[config.mk]
export PLATFORM = sky130hd
export DESIGN_NAME = anc_sync_phase_seq_flat
export DESIGN_NICKNAME = d
export VERILOG_FILES = /design/src/rtl/anc_sync_phase_seq_if.sv /design/src/rtl/anc_sync_phase_seq.sv /design/src/flat_wrapper.sv
export SDC_FILE = /design/constraint.sdc
export NUM_CORES = 2
export LEC_CHECK = 0
export CAP_MARGIN = 40
export CORE_MARGIN = 2
export CORE_UTILIZATION = 65
export CTS_BUF_LIST = sky130_fd_sc_hd__clkbuf_4 sky130_fd_sc_hd__clkbuf_8
export DETAILED_ROUTE_END_ITERATION = 12
export HOLD_SLACK_MARGIN = 0.1
export PLACE_DENSITY = 0.95
export SLEW_MARGIN = 15
export SYNTH_ARGS = -nofsm -noshare
export SYNTH_HDL_FRONTEND = slang
export SYNTH_SLANG_ARGS = --single-unit
[constraint.sdc]
create_clock -name clk -period 11.8 [get_ports clk]
set_input_delay 2.36 -clock clk [delete_from_list [all_inputs] [get_ports clk]]
set_output_delay 2.36 -clock clk [all_outputs]
set_load 0.05 [all_outputs]
[src/rtl/anc_sync_phase_seq_if.sv]
// Sample-strobe / phase-stream bundle between the sequencer and the DDS stages.
// The slave modport belongs to the sequencer; master to the sample source and phase consumer.
interface anc_sync_phase_seq_if #(
   parameter int PHASE_WIDTH = 24,
   parameter int NCH         = 3
);
   logic                       smp_stb;
   logic [NCH*PHASE_WIDTH-1:0] ph_tdata;
   logic                       ph_tvalid;
   logic                       sym_start;
   logic                       frame_done;

   modport master (
      output smp_stb,
      input  ph_tdata,
      input  ph_tvalid,
      input  sym_start,
      input  frame_done
   );

   modport slave (
      input  smp_stb,
      output ph_tdata,
      output ph_tvalid,
      output sym_start,
      output frame_done
   );
endinterface

[src/rtl/anc_sync_phase_seq.sv]
// ANC receive sync/phase sequencer: GPIO trigger, multi-segment sync preamble,
// then NCH per-sample phase accumulators with symbol-stepped increments.
module anc_sync_phase_seq #(
   parameter int PHASE_WIDTH    = 24,
   parameter int CNT_WIDTH      = 24,
   parameter int NCH            = 3,
   parameter int NSYNC_SEG      = 3,
   parameter int SYNC_SIG_N     = 8192,
   parameter int START_PH       = 0,
   parameter int GPIO_REG_WIDTH = 12,
   parameter int SYNC_IN_BIT    = 2,
   parameter int SYNC_OUT_BIT   = 0,
   parameter int RX_OUT_BIT     = 4
) (
   input  logic                       clk,
   input  logic                       reset_n,
   input  logic [GPIO_REG_WIDTH-1:0]  gpio_in,
   output logic [GPIO_REG_WIDTH-1:0]  gpio_out,
   input  logic                       abort,
   input  logic [CNT_WIDTH-1:0]       cfg_nsig,
   input  logic [CNT_WIDTH-1:0]       cfg_nsymb,
   input  logic [CNT_WIDTH-1:0]       cfg_nframes,
   input  logic [PHASE_WIDTH-1:0]     cfg_start_inc,
   input  logic [PHASE_WIDTH-1:0]     cfg_dph_inc,
   input  logic [NCH*PHASE_WIDTH-1:0] cfg_ch_inc,
   input  logic [NCH-1:0]             cfg_ch_mode,
   input  logic [NCH-1:0]             cfg_ch_dir,
   anc_sync_phase_seq_if.slave        ph,
   output logic [CNT_WIDTH-1:0]       sync_seg,
   output logic [1:0]                 state
);
   localparam logic [CNT_WIDTH-1:0]   C_SEG_LAST = CNT_WIDTH'(SYNC_SIG_N - 1);
   localparam logic [CNT_WIDTH-1:0]   C_NSEG_LAST = CNT_WIDTH'(NSYNC_SEG - 1);
   localparam logic [PHASE_WIDTH-1:0] C_START_PH = PHASE_WIDTH'(START_PH);

   typedef enum logic [1:0] {
      ST_IDLE = 2'd0,
      ST_SYNC = 2'd1,
      ST_RUN  = 2'd2,
      ST_DONE = 2'd3
   } state_t;

   state_t                     r_state, w_state_nxt;
   logic [1:0]                 r_sync;
   logic                       r_sync_q;
   logic [CNT_WIDTH-1:0]       r_sync_cnt, r_sync_seg;
   logic [CNT_WIDTH-1:0]       r_nsig, r_nsymb, r_nframes;
   logic [PHASE_WIDTH-1:0]     r_start_inc, r_dph_inc, r_step;
   logic [NCH*PHASE_WIDTH-1:0] r_ch_inc;
   logic [NCH-1:0]             r_mode, r_dir;
   logic [CNT_WIDTH-1:0]       r_sig_cnt, r_sym_cnt, r_frame_cnt;
   logic [PHASE_WIDTH-1:0]     r_ph [NCH];
   logic [NCH*PHASE_WIDTH-1:0] r_ph_tdata;
   logic                       r_ph_tvalid, r_sym_start, r_frame_done;

   logic                       w_trig, w_seg_end, w_sync_done;
   logic                       w_run_stb, w_sig_last, w_sym_last, w_all_done;
   logic [CNT_WIDTH-1:0]       w_frame_nxt;
   logic [PHASE_WIDTH-1:0]     w_inc [NCH];
   logic [PHASE_WIDTH-1:0]     w_ph_adv [NCH];
   logic                       w_unused_gpio;

   assign w_unused_gpio = ^gpio_in;
   assign w_trig        = r_sync[1] & ~r_sync_q;
   assign w_seg_end     = (r_sync_cnt == C_SEG_LAST);
   assign w_sync_done   = w_seg_end && (r_sync_seg == C_NSEG_LAST);
   assign w_run_stb     = (r_state == ST_RUN) && ph.smp_stb && !abort;
   assign w_sig_last    = (r_sig_cnt == r_nsig - 1'b1);
   assign w_sym_last    = (r_sym_cnt == r_nsymb - 1'b1);
   assign w_frame_nxt   = r_frame_cnt + 1'b1;
   assign w_all_done    = w_run_stb && w_sig_last && w_sym_last &&
                          (r_nframes != '0) && (w_frame_nxt == r_nframes);

   always_comb begin
      for (int unsigned k = 0; k < NCH; k++) begin
         w_inc[k]    = r_ch_inc[k*PHASE_WIDTH +: PHASE_WIDTH] + (r_mode[k] ? r_step : '0);
         w_ph_adv[k] = r_dir[k] ? (r_ph[k] - w_inc[k]) : (r_ph[k] + w_inc[k]);
      end
   end

   always_comb begin
      w_state_nxt = r_state;
      case (r_state)
         ST_IDLE: if (w_trig)      w_state_nxt = ST_SYNC;
         ST_SYNC: if (w_sync_done) w_state_nxt = ST_RUN;
         ST_RUN:  if (w_all_done)  w_state_nxt = ST_DONE;
         ST_DONE:                  w_state_nxt = ST_IDLE;
         default:                  w_state_nxt = ST_IDLE;
      endcase
      if (abort) w_state_nxt = ST_IDLE;
   end

   always_ff @(posedge clk or negedge reset_n) begin
      if (!reset_n) r_state <= ST_IDLE;
      else          r_state <= w_state_nxt;
   end

   always_ff @(posedge clk or negedge reset_n) begin
      if (!reset_n) begin
         r_sync       <= '0;
         r_sync_q     <= 1'b0;
         r_sync_cnt   <= '0;
         r_sync_seg   <= '0;
         r_nsig       <= '0;
         r_nsymb      <= '0;
         r_nframes    <= '0;
         r_start_inc  <= '0;
         r_dph_inc    <= '0;
         r_step       <= '0;
         r_ch_inc     <= '0;
         r_mode       <= '0;
         r_dir        <= '0;
         r_sig_cnt    <= '0;
         r_sym_cnt    <= '0;
         r_frame_cnt  <= '0;
         r_ph_tdata   <= '0;
         r_ph_tvalid  <= 1'b0;
         r_sym_start  <= 1'b0;
         r_frame_done <= 1'b0;
         for (int unsigned k = 0; k < NCH; k++) r_ph[k] <= '0;
      end else begin
         r_sync       <= {r_sync[0], gpio_in[SYNC_IN_BIT]};
         r_sync_q     <= r_sync[1];
         r_ph_tvalid  <= 1'b0;
         r_sym_start  <= 1'b0;
         r_frame_done <= 1'b0;
         // abort drops any trigger or strobe this cycle and leaves phases frozen
         if (!abort) begin
            case (r_state)
               ST_IDLE: if (w_trig) begin
                  r_nsig      <= (cfg_nsig  == '0) ? CNT_WIDTH'(1) : cfg_nsig;
                  r_nsymb     <= (cfg_nsymb == '0) ? CNT_WIDTH'(1) : cfg_nsymb;
                  r_nframes   <= cfg_nframes;
                  r_start_inc <= cfg_start_inc;
                  r_dph_inc   <= cfg_dph_inc;
                  r_ch_inc    <= cfg_ch_inc;
                  r_mode      <= cfg_ch_mode;
                  r_dir       <= cfg_ch_dir;
                  r_sync_cnt  <= '0;
                  r_sync_seg  <= '0;
               end
               ST_SYNC: if (w_seg_end) begin
                  r_sync_cnt <= '0;
                  if (w_sync_done) begin
                     r_sig_cnt   <= '0;
                     r_sym_cnt   <= '0;
                     r_frame_cnt <= '0;
                     r_step      <= r_start_inc;
                     for (int unsigned k = 0; k < NCH; k++) r_ph[k] <= C_START_PH;
                  end else begin
                     r_sync_seg <= r_sync_seg + 1'b1;
                  end
               end else begin
                  r_sync_cnt <= r_sync_cnt + 1'b1;
               end
               ST_RUN: if (w_run_stb) begin
                  r_ph_tvalid <= 1'b1;
                  r_sym_start <= (r_sig_cnt == '0);
                  for (int unsigned k = 0; k < NCH; k++)
                     r_ph_tdata[k*PHASE_WIDTH +: PHASE_WIDTH] <= r_ph[k];
                  if (w_sig_last) begin
                     r_sig_cnt <= '0;
                     for (int unsigned k = 0; k < NCH; k++) r_ph[k] <= C_START_PH;
                     if (w_sym_last) begin
                        r_sym_cnt    <= '0;
                        r_step       <= r_start_inc;
                        r_frame_cnt  <= w_frame_nxt;
                        r_frame_done <= 1'b1;
                     end else begin
                        r_sym_cnt <= r_sym_cnt + 1'b1;
                        r_step    <= r_step + r_dph_inc;
                     end
                  end else begin
                     r_sig_cnt <= r_sig_cnt + 1'b1;
                     for (int unsigned k = 0; k < NCH; k++) r_ph[k] <= w_ph_adv[k];
                  end
               end
               default: ;
            endcase
         end
      end
   end

   always_comb begin
      gpio_out = '0;
      if (r_state == ST_SYNC) gpio_out[SYNC_OUT_BIT] = 1'b1;
      if (r_state == ST_RUN)  gpio_out[RX_OUT_BIT]   = 1'b1;
   end

   assign ph.ph_tdata   = r_ph_tdata;
   assign ph.ph_tvalid  = r_ph_tvalid;
   assign ph.sym_start  = r_sym_start;
   assign ph.frame_done = r_frame_done;
   assign sync_seg      = r_sync_seg;
   assign state         = r_state;
endmodule

[src/flat_wrapper.sv]
// flat-port wrapper written by rule: the top's interface ports become plain ports
module anc_sync_phase_seq_flat 
#(
   parameter int PHASE_WIDTH    = 24,
   parameter int CNT_WIDTH      = 24,
   parameter int NCH            = 3,
   parameter int NSYNC_SEG      = 3,
   parameter int SYNC_SIG_N     = 8192,
   parameter int START_PH       = 0,
   parameter int GPIO_REG_WIDTH = 12,
   parameter int SYNC_IN_BIT    = 2,
   parameter int SYNC_OUT_BIT   = 0,
   parameter int RX_OUT_BIT     = 4
)
  (clk, reset_n, gpio_in, gpio_out, abort, cfg_nsig, cfg_nsymb, cfg_nframes, cfg_start_inc, cfg_dph_inc, cfg_ch_inc, cfg_ch_mode, cfg_ch_dir, sync_seg, state, ph_smp_stb, ph_ph_tdata, ph_ph_tvalid, ph_sym_start, ph_frame_done);
  anc_sync_phase_seq_if #(.PHASE_WIDTH(PHASE_WIDTH), .NCH(NCH)) ph_i ();
  input  logic clk;
  input  logic reset_n;
  input  logic [GPIO_REG_WIDTH-1:0] gpio_in;
  output logic [GPIO_REG_WIDTH-1:0] gpio_out;
  input  logic abort;
  input  logic [CNT_WIDTH-1:0] cfg_nsig;
  input  logic [CNT_WIDTH-1:0] cfg_nsymb;
  input  logic [CNT_WIDTH-1:0] cfg_nframes;
  input  logic [PHASE_WIDTH-1:0] cfg_start_inc;
  input  logic [PHASE_WIDTH-1:0] cfg_dph_inc;
  input  logic [NCH*PHASE_WIDTH-1:0] cfg_ch_inc;
  input  logic [NCH-1:0] cfg_ch_mode;
  input  logic [NCH-1:0] cfg_ch_dir;
  output logic [CNT_WIDTH-1:0] sync_seg;
  output logic [1:0] state;
  input wire logic [$bits(ph_i.smp_stb)-1:0] ph_smp_stb;
  output wire logic [$bits(ph_i.ph_tdata)-1:0] ph_ph_tdata;
  output wire logic [$bits(ph_i.ph_tvalid)-1:0] ph_ph_tvalid;
  output wire logic [$bits(ph_i.sym_start)-1:0] ph_sym_start;
  output wire logic [$bits(ph_i.frame_done)-1:0] ph_frame_done;
  assign ph_i.smp_stb = ph_smp_stb;
  assign ph_ph_tdata = ph_i.ph_tdata;
  assign ph_ph_tvalid = ph_i.ph_tvalid;
  assign ph_sym_start = ph_i.sym_start;
  assign ph_frame_done = ph_i.frame_done;
  anc_sync_phase_seq #(.PHASE_WIDTH(PHASE_WIDTH), .CNT_WIDTH(CNT_WIDTH), .NCH(NCH), .NSYNC_SEG(NSYNC_SEG), .SYNC_SIG_N(SYNC_SIG_N), .START_PH(START_PH), .GPIO_REG_WIDTH(GPIO_REG_WIDTH), .SYNC_IN_BIT(SYNC_IN_BIT), .SYNC_OUT_BIT(SYNC_OUT_BIT), .RX_OUT_BIT(RX_OUT_BIT)) u_core (.clk(clk), .reset_n(reset_n), .gpio_in(gpio_in), .gpio_out(gpio_out), .abort(abort), .cfg_nsig(cfg_nsig), .cfg_nsymb(cfg_nsymb), .cfg_nframes(cfg_nframes), .cfg_start_inc(cfg_start_inc), .cfg_dph_inc(cfg_dph_inc), .cfg_ch_inc(cfg_ch_inc), .cfg_ch_mode(cfg_ch_mode), .cfg_ch_dir(cfg_ch_dir), .ph(ph_i), .sync_seg(sync_seg), .state(state));
endmodule
==> out/metrics.yaml <==
outcome: "finished clean"
cts_max_level: 3
grt_pass1_vias: 28500
synth_flop_cell: "dfrtp_1"
syn_area_um2: 32500
max-vdd-ir-drop_mv: 0.160
cts-root-buf: "clkbuf_8"
worstPathRequired_ns: 12.37
critPathMaxFanout: 25
cts_setup_buffers: 0
layout-drive-gt1-share_pct: 10.5
dp_hpwl_um: 65200
cts.clk_slew.worst_paths_ns: 0.07
grt_util_all_layers_pct: 36.4
vias_per_cell: 6.42
slew_viol_final: 0
p_leak_uw: 0.0169
grt_overflow: 0
clock_sinks: 494
critPathKind: "reg -> reg"
io_pins: 327
avgSynthCellArea_um2: 9.10
yosysWarnings: 0
relSlewSlack_pct: 30.4
io_buffer_count: 305
core_area_um2: 49200
ys_types: 94
power_density_nw_per_um2: 322
dieArea_um2: 51700
tritoncts: "yes"
place.gp.congestion: 0.944
finClkSkew_ns: 0.0455
min_period_ns: 6.63
numCtsBuffers: 83
start_util_pct: 66.0
crit_path_frequent_cell: "xnor2_1"
drt_iter0_drc: 3015
row_count: 81
async_reset_ff_share_pct: 100
ys_ff_latch: 494
wl_per_cell_um: 20.7
syn_inst: 3568
ys_seq_area_share_pct: 38.1
cts_resized: 0
ant_nets: 0
clockBufferDepth: 3
vias: 29400
cpMaxStageDelayCell: "dfrtp_1"
max_cap_violations: 0
worst_setup_path_end_kind: "flip-flop"
hp-class: "reg -> reg"
worst_pin_slew_ns: 1.04
crit_chain: "and2_1 -> ha_1 -> fa_1 -> a211oi_1 -> o21ai_0 -> a31oi_1 -> xnor2_1 -> o32ai_1 -> o2bb2ai_1 -> nor2b_1 -> nor2b_1 -> a41oi_1 -> xor2_1 -> ha_1 -> a21oi_1 -> o21ai_0 -> a21o_1 -> a41o_1 -> nand3_1 -> a21boi_0 -> o41ai_1 -> xnor2_1 -> xnor2_1 -> a22o_1"
final_area_um2: 38000
startpoint_type: "flip-flop"
first_pass_iters: 5
clock_latency_ns: 0.70
period_share_pct: 56.2
cts_hold_buf: 0
drc: 0
synth-edff-count: 0
placed_area_um2: 36000
grt_max_degree: 180
die_y_um: 227
worstPathArrival_ns: 7.20
fin_nets: 4239
fin_tns_setup_ns: 0
antenna_found_initial: 11
fp.dieW_um: 227
area_delta_synth_final_pct: 17.2
grt_pass1_wl_um: 149000
totalWireLength_um: 94500
setup_viol: 0
rsz0062_at_grt: "false"
final-hold-violation-count: 0
cpPeakStageDelay_ns: 0.63
fmax_mhz: 151
-- through the flow --
step           util [%]  worst slack (ns)  hold slack (ns)  std cells  total power, uW
2_1_floorplan         -              6.33            0.331       3577             8380
3_3_place_gp       73.0              5.58            0.335       4409             9820
3_5_place_dp       73.3              5.34            0.336       4416            10200
4_1_cts            77.1              5.25            0.347       4560            12100
5_1_grt            77.4              4.83            0.358       4567            13000
6_report           77.4              5.17            0.348       4573            12200
-- path summary, 6_finish.rpt --
check	start	end	slack [ns]	cells after the start
setup / recovery	u_core.r_mode[0]	u_core.r_ph[71]	5.17	24
hold / removal	u_core.r_sync[0]	u_core.r_sync[1]	0.35	0
setup reg to reg	u_core.r_mode[0]	u_core.r_ph[71]	5.17	24
hold reg to reg	u_core.r_sync[0]	u_core.r_sync[1]	0.35	0
max in group asynchronous	reset_n	u_core.r_start_inc[20]	8.23	4
min in group asynchronous	reset_n	u_core.r_start_inc[14]	1.72	1
-- where the power goes --
group          internal [uW]  leakage [uW]  switching, uW
sequential              2270       0.00642            782
combinational           3120       0.00952           4330
clock                   1000      0.000989            732
total                   6390        0.0169           5850
-- final cells by class --
type | instances | area (um^2)
multi-input cells | 2829 | 19100
fillers | 3039 | 11100
inverters | 98 | 368
well taps | 664 | 831
repair buffers | 335 | 3460
flip-flops and latches | 494 | 12400
clock buffers | 128 | 1660
clock inverters | 16 | 208
diodes | 9 | 22.5
-- logic make-up (layout without fill, tap and decap cells) --
logic type | count (synthesis) | count (layout) | share of synthesized area [%]
mux | 210 | 210 | 7.20
fa+ha+maj | 184 | 184 | 7.25
other cells | 1 | 19 | 0.0116
compound gates | 805 | 805 | 15.6
flops | 494 | 494 | 38.1
buf+inv | 254 | 577 | 3.16
simple gates | 1281 | 1281 | 19.6
xor+xnor | 339 | 339 | 9.15
-- state kept, by name, indices dropped and copies added (netlist names), 2 cells and up --
register	count
u_core.r_dph_inc	24
u_core.r_sig_cnt	24
u_core.r_ph	72
u_core.sync_seg	24
u_core.r_nsig	24
u_core.r_step	24
u_core.r_nsymb	24
u_core.r_dir	3
u_core.ph.ph_tdata	72
u_core.r_start_inc	24
u_core.r_sym_cnt	24
u_core.r_mode	3
u_core.r_sync	2
u_core.r_sync_cnt	24
u_core.r_frame_cnt	24
u_core.r_ch_inc	72
u_core.state	2
u_core.r_nframes	24
-- worst max-delay path: cells and delay by family, from the launching register on --
kind,cells,cell delay [ns]
flip-flops,1,0.63
adder cells (fa/ha/maj),3,1.10
AND/OR/NAND/NOR,4,0.87
XOR/XNOR,4,0.73
AO/OA/AOI/OAI,13,3.16
-- synthesized netlist by cell type, drive strengths merged, types with 34 or more instances --
library cell	n	area, um^2
xnor2	194	1700
a21oi	211	1060
mux2	189	2130
inv	98	368
nand2	483	1820
xor2	145	1270
clkbuf	123	463
and3	48	300
o21ai	241	1210
and2	91	569
or3	39	244
nor3	78	425
a21o	63	473
nor2	215	807
nor2b	34	213
ha	177	2210
nand4	48	300
nand3	71	360
dfrtp	494	12400
nor4	54	387
o31ai	36	270
-- per-layer routing --
| metal | share of wire (%) | track usage, % | vias to the layer above |
|---|---|---|---|
| li1 | - | - | 13300 |
| met1 | 39 | 47.8 | 14100 |
| met2 | 46 | 57.7 | 1595 |
| met3 | 9.4 | 7.23 | 364 |
| met4 | 5.2 | 18.5 | 8 |
| met5 | 0.054 | 0 | - |
-- cells in the final DEF (no fill, tap or decap), types with 34 or more instances in the layout --
master           instances
dfrtp_1                494
nand2_1                481
clkdlybuf4s50_1        304
o21ai_0                220
nor2_1                 215
a21oi_1                210
xnor2_1                194
mux2_2                 189
ha_1                   177
xor2_1                 145
clkbuf_8               112
inv_1                   97
and2_1                  89
nor3_1                  70
nand3_1                 70
a21o_1                  63
nor4_1                  49
and3_1                  48
nand4_1                 48
or3_1                   38
o31ai_1                 36
nor2b_1                 34
Note: power is estimated with default switching activity, not from simulation.
